`config.mk`:
```
export PLATFORM = sky130hd
export DESIGN_NAME = tube_event_capture_flat
export DESIGN_NICKNAME = d
export VERILOG_FILES = /design/src/rtl/tube_event_capture_if.sv /design/src/rtl/tube_event_capture.sv /design/src/flat_wrapper.sv
export SDC_FILE = /design/constraint.sdc
export NUM_CORES = 1
export LEC_CHECK = 0
export BUFFER_PORTS_ARGS = -buffer_cell sky130_fd_sc_hd__buf_4
export CORE_MARGIN = 1
export CORE_UTILIZATION = 25
export CTS_CLUSTER_SIZE = 14
export DETAILED_ROUTE_END_ITERATION = 6
export MAX_ROUTING_LAYER = met4
export RECOVER_POWER = 100
export SLEW_MARGIN = 10
export SYNTH_ARGS = -nofsm -noshare
export SYNTH_HDL_FRONTEND = slang
export SYNTH_SLANG_ARGS = --single-unit
```
`constraint.sdc`:
```
create_clock -name clk100 -period 3.76 [get_ports clk100]
set_input_delay 0.752 -clock clk100 [delete_from_list [all_inputs] [get_ports clk100]]
set_output_delay 0.752 -clock clk100 [all_outputs]
set_load 0.005 [all_outputs]
```
`src/rtl/tube_event_capture_if.sv`:
```
// Write port toward the downstream event FIFO: data, strobe and full back-pressure.
interface tube_event_capture_if;
    logic [15:0] WR_DATA;
    logic        WR_EN;
    logic        WR_FULL;

    modport master (output WR_DATA, output WR_EN, input WR_FULL);
    modport slave  (input WR_DATA, input WR_EN, output WR_FULL);
endinterface

```
`src/rtl/tube_event_capture.sv`:
```
// Drift-tube hit capture: a scintillator trigger snapshots which tube channels were hit
// within the last WINDOW cycles and emits the 32-bit hit map as two 16-bit FIFO words.
module tube_event_capture #(
    parameter int WINDOW = 50
) (
    input  logic                        clk100,
    input  logic                        RST_N,
    input  logic                        SCIN_COIN,
    input  logic [7:0]                  TUBE3A,
    input  logic [7:0]                  TUBE3B,
    input  logic [7:0]                  TUBE4A,
    input  logic [7:0]                  TUBE4B,
    tube_event_capture_if.master        wr,
    output logic                        BUSY,
    output logic [7:0]                  DROP_CNT,
    output logic                        overflowLight
);
    localparam int AGE_W = $clog2(WINDOW + 1);
    localparam logic [AGE_W-1:0] AGE_LOAD = AGE_W'(WINDOW);
    localparam logic [AGE_W-1:0] AGE_ONE  = AGE_W'(1);

    localparam logic [1:0] ST_IDLE  = 2'd0;
    localparam logic [1:0] ST_WORD0 = 2'd1;
    localparam logic [1:0] ST_WORD1 = 2'd2;

    // Bit 32 is the trigger; bits 31:0 are tube channels in output-word order.
    logic [32:0] raw_in;
    logic [32:0] sync1_reg;
    logic [32:0] sync2_reg;
    logic [32:0] prev_reg;
    logic [32:0] edge_reg;
    logic [2:0]  warm_reg;
    logic [31:0] armed;
    logic [31:0] snap_reg;
    logic [1:0]  state_reg;
    logic [1:0]  state_next;
    logic [7:0]  drop_cnt_reg;
    logic        overflow_reg;
    logic        trig;
    logic        write_now;

    assign raw_in = {SCIN_COIN, TUBE3A, TUBE3B, TUBE4A, TUBE4B};

    // Edges are registered so trigger and tube edges stay aligned; warm_reg masks
    // edges until the chain holds real samples, so a line already high at release is ignored.
    always_ff @(posedge clk100 or negedge RST_N) begin
        if (!RST_N) begin
            sync1_reg <= '0;
            sync2_reg <= '0;
            prev_reg  <= '0;
            edge_reg  <= '0;
            warm_reg  <= '0;
        end else begin
            sync1_reg <= raw_in;
            sync2_reg <= sync1_reg;
            prev_reg  <= sync2_reg;
            warm_reg  <= {warm_reg[1:0], 1'b1};
            edge_reg  <= warm_reg[2] ? (sync2_reg & ~prev_reg) : '0;
        end
    end

    genvar gi;
    generate
        for (gi = 0; gi < 32; gi++) begin : g_age
            logic [AGE_W-1:0] age_reg;

            always_ff @(posedge clk100 or negedge RST_N) begin
                if (!RST_N) begin
                    age_reg <= '0;
                end else if (edge_reg[gi]) begin
                    age_reg <= AGE_LOAD;
                end else if (age_reg != '0) begin
                    age_reg <= age_reg - AGE_ONE;
                end
            end

            assign armed[gi] = edge_reg[gi] | (age_reg != '0);
        end
    endgenerate

    assign trig = edge_reg[32];

    always_comb begin
        state_next = state_reg;
        write_now  = 1'b0;
        case (state_reg)
            ST_IDLE: begin
                if (trig) begin
                    state_next = ST_WORD0;
                end
            end
            ST_WORD0: begin
                if (!wr.WR_FULL) begin
                    write_now  = 1'b1;
                    state_next = ST_WORD1;
                end
            end
            ST_WORD1: begin
                if (!wr.WR_FULL) begin
                    write_now  = 1'b1;
                    state_next = ST_IDLE;
                end
            end
            default: state_next = ST_IDLE;
        endcase
    end

    always_ff @(posedge clk100 or negedge RST_N) begin
        if (!RST_N) begin
            state_reg    <= ST_IDLE;
            snap_reg     <= '0;
            drop_cnt_reg <= '0;
            overflow_reg <= 1'b0;
        end else begin
            state_reg <= state_next;
            if (trig && state_reg == ST_IDLE) begin
                snap_reg <= armed;
            end
            if (trig && state_reg != ST_IDLE) begin
                overflow_reg <= 1'b1;
                if (drop_cnt_reg != 8'hFF) begin
                    drop_cnt_reg <= drop_cnt_reg + 8'd1;
                end
            end
        end
    end

    assign wr.WR_EN   = write_now;
    assign wr.WR_DATA = !write_now              ? 16'h0000 :
                        (state_reg == ST_WORD0) ? snap_reg[31:16] : snap_reg[15:0];

    assign BUSY          = (state_reg != ST_IDLE);
    assign DROP_CNT      = drop_cnt_reg;
    assign overflowLight = overflow_reg;
endmodule

```
`src/flat_wrapper.sv`:
```
// flat-port wrapper written by rule: the top's interface ports become plain ports
module tube_event_capture_flat 
#(
    parameter int WINDOW = 50
)
  (clk100, RST_N, SCIN_COIN, TUBE3A, TUBE3B, TUBE4A, TUBE4B, BUSY, DROP_CNT, overflowLight, wr_WR_DATA, wr_WR_EN, wr_WR_FULL);
  tube_event_capture_if wr_i ();
  input  logic clk100;
  input  logic RST_N;
  input  logic SCIN_COIN;
  input  logic [7:0] TUBE3A;
  input  logic [7:0] TUBE3B;
  input  logic [7:0] TUBE4A;
  input  logic [7:0] TUBE4B;
  output logic BUSY;
  output logic [7:0] DROP_CNT;
  output logic overflowLight;
  output wire logic [$bits(wr_i.WR_DATA)-1:0] wr_WR_DATA;
  output wire logic [$bits(wr_i.WR_EN)-1:0] wr_WR_EN;
  input wire logic [$bits(wr_i.WR_FULL)-1:0] wr_WR_FULL;
  assign wr_WR_DATA = wr_i.WR_DATA;
  assign wr_WR_EN = wr_i.WR_EN;
  assign wr_i.WR_FULL = wr_WR_FULL;
  tube_event_capture #(.WINDOW(WINDOW)) u_core (.clk100(clk100), .RST_N(RST_N), .SCIN_COIN(SCIN_COIN), .TUBE3A(TUBE3A), .TUBE3B(TUBE3B), .TUBE4A(TUBE4A), .TUBE4B(TUBE4B), .wr(wr_i), .BUSY(BUSY), .DROP_CNT(DROP_CNT), .overflowLight(overflowLight));
endmodule
```
==> results.json <==
{
  "rr_worst_depth": 5,
  "hold_viol": 0,
  "io_pins": 63,
  "r2r_start": "u_core.state_reg[0]",
  "met2_usage_pct": 15.5,
  "path_class": "reg2out",
  "timing.final.setup_violations": 0,
  "grt_pass1_vias": 10400,
  "cap_viol_max_count": 2,
  "max_freq_ghz": 0.316,
  "yosys.cell_count.top_type": "dfrtp_1",
  "areaGrowthSynthToFinish_pct": 17.1,
  "path_delay_family": "buffers and inverters",
  "grtUsageMet3_pct": 2.54,
  "min_period_ps": 3160,
  "fin_setup_tns_ps": 0,
  "cp.arrival_ps": 2410,
  "dp_slack_ps": 1140,
  "yosysTopAreaCell": "dfrtp_1",
  "ir_worst_vdd_mv": 0.319,
  "cts_tree": "built",
  "hold_ws_ps": 321,
  "grt_busiest_layer": "met2",
  "fin_crit_sh_pct": 84.2,
  "antenna_left": 0,
  "grt_max_degree": 87,
  "synth_cell_types": 43,
  "setup_ws_ps": 595,
  "io_buffer_count": 62,
  "rsz0062_at_grt": "false",
  "nNetsFinal": 1616,
  "wl_per_cell_um": 12.8,
  "drc": 0,
  "largest_register_ffs": 192,
  "worst_pin_slew_ps": 2320,
  "grt_overflow": 0,
  "post_cts_buffers": 0,
  "detailedRoute.firstIterationViolations": 598,
  "clk_latency_ps": 560,
  "start_util_pct": 25.4,
  "seq_area_frac_synth_pct": 57.7,
  "drtPass1Iterations": 6,
  "die_width_um": 255,
  "ys.flop_type": "dfrtp_1",
  "use_met1_pct": 13.4,
  "p_leak_nw": 8.40,
  "syn_nets": 1528,
  "yosysWarnings": 0,
  "place_hpwl_mm": 21.1,
  "r2r_setup_slack_ps": 800,
  "synthCells": 1423,
  "avgViaCountPerCell": 4.25,
  "synth_enable_flop_cells": 0,
  "violations": "capacitance limit, slew limit",
  "hp-start": "TUBE3A[0]",
  "yosys-top-cells-area": "dfrtp_1 58%, ha_1 5.4%, nor2_1 4.2%",
  "core_area_mm2": 0.0632,
  "relSlewSlack_pct": -54.5,
  "drv_slew": 84,
  "gr-usage-all-layers_pct": 10.2,
  "critPathCaptureType": "primary output",
  "die_h_um": 255,
  "drt_wl_total_mm": 30.7,
  "clockBufferDepth": 3,
  "drive_gt1_share_pct": 10.0,
  "post_cts_resized": 0,
  "fin_skew_ps": 25.3,
  "numCtsBuffers": 41,
  "cts_root_buf": "clkbuf_16",
  "slowest_stage": "ha_1",
  "die_area_mm2": 0.0652,
  "yosys-top-cells-count": "370 x dfrtp_1, 181 x nor2_1, 79 x inv_1, 69 x ha_1, 68 x nand2b_1",
  "power.density_mw_per_mm2": 794,
  "status": "finished with violations",
  "worstPathRequired_ps": 3010,
  "clock-sinks": 370,
  "num_vias": 10200,
  "ctsHoldBuffers": 0,
  "rr_endpoint": "u_core.snap_reg[12]",
  "cp_max_fo": 14,
  "synth_top_area_share_pct": 57.7,
  "hold_depth": 1,
  "critPathBufInv": 3,
  "htree_levels": 2,
  "syn_area_mm2": 0.0160,
  "antenna_found_initial": 1,
  "whs_endpoint": "u_core.sync1_reg[24]",
  "worst_hold_path_type": "in2reg",
  "grt_first_pass_wirelength_mm": 51.9,
  "rows": 92,
  "startpoint_type": "flop",
  "clk_pin_slew_worst_paths_ps": 60,
  "async_flop_share_pct": 100,
  "synth-seq-cells": 370,
  "avgSynthCellArea_um2": 11.3,
  "critical-path-max-stage-delay_ps": 520,
  "gp_congestion": 0.778,
  "crit_chain": "inv_1, ha_1, buf_4, mux2i_1, nor2_1, clkbuf_4"
}
-- layout make-up --
type | instances | area (µm²)
Clock inverter | 20 | 224
Multi-Input combinational cell | 947 | 6250
Antenna cell | 2 | 5.00
Tap cell | 846 | 1060
Fill cell | 6422 | 44400
Timing Repair Buffer | 72 | 528
Inverter | 79 | 297
Sequential cell | 370 | 9260
Clock buffer | 55 | 1160
-- worst reg2reg max path, cell delays in order (launching register included) --
cell and delay, ps:
dfrtp_1 360, inv_1 80, ha_1 230, nand2_1 570
clkbuf_1 1160, mux2_2 430
-- routing by layer --
| metal | share of wire [%] | wire, µm | vias up |
|---|---|---|---|
| li1 | - | - | 5003 |
| met3 | 5.0 | 1530 | 41 |
| met5 | 0 | 0 | - |
| met2 | 44 | 13600 | 143 |
| met4 | 1.6 | 501 | 0 |
| met1 | 49 | 15000 | 4971 |
-- how the worst max path moves through the flow --
| stage | start | end | cells past startpoint |
|---|---|---|---|
| detailed placement | wr_WR_FULL | wr_WR_DATA[10] | 4 |
| CTS | u_core.state_reg[1] | wr_WR_DATA[2] | 6 |
| global placement | wr_WR_FULL | wr_WR_DATA[6] | 4 |
| finish | u_core.state_reg[1] | wr_WR_DATA[2] | 6 |
| floorplan | wr_WR_FULL | wr_WR_DATA[10] | 4 |
| global route | u_core.state_reg[1] | wr_WR_DATA[5] | 6 |
-- power by group --
group / switching [mW] / total (mW) / leakage [nW] / internal [mW]
sequential: 1.10 / 6.37 / 4.35 / 5.28
clock: 1.63 / 4.08 / 0.684 / 2.45
combinational: 2.18 / 4.45 / 3.36 / 2.27
total: 4.91 / 14.9 / 8.40 / 9.99
-- placed cells by master (no fill, tap or decap), drive strengths merged, types with 36 or more instances in the layout --
cell,n
nor3,61
nor2,181
ha,69
nand2b,68
dfrtp,370
o21ai,50
mux2i,36
inv,80
a21oi,59
clkbuf,122
nand2,59
xnor2,52
-- kinds of logic (layout without fill, tap and decap cells) --
family	after synthesis	count (layout)	synth area share, %
flip-flops	370	370	57.7
AO/OA/AOI/OAI	216	216	8.96
AND/OR/NAND/NOR	540	540	18.3
other	1	3	0.0234
XOR/XNOR	77	77	4.21
adder cells (fa/ha/maj)	69	69	5.38
multiplexers	44	44	2.81
buffers and inverters	106	226	2.59
-- per-stage QoR --
step           instances  area, µm²  power, mW  utilization, %
6_report            2391      18800       14.9            29.7
5_1_grt             2389      18800       16.2            29.7
4_1_cts             2389      18900       15.3            30.0
3_5_place_dp        2314      17600       11.1            27.8
3_3_place_gp        2314      17600       10.8            27.8
2_1_floorplan       1423      16000       9.79               -
(Power assumes the default switching activity.)
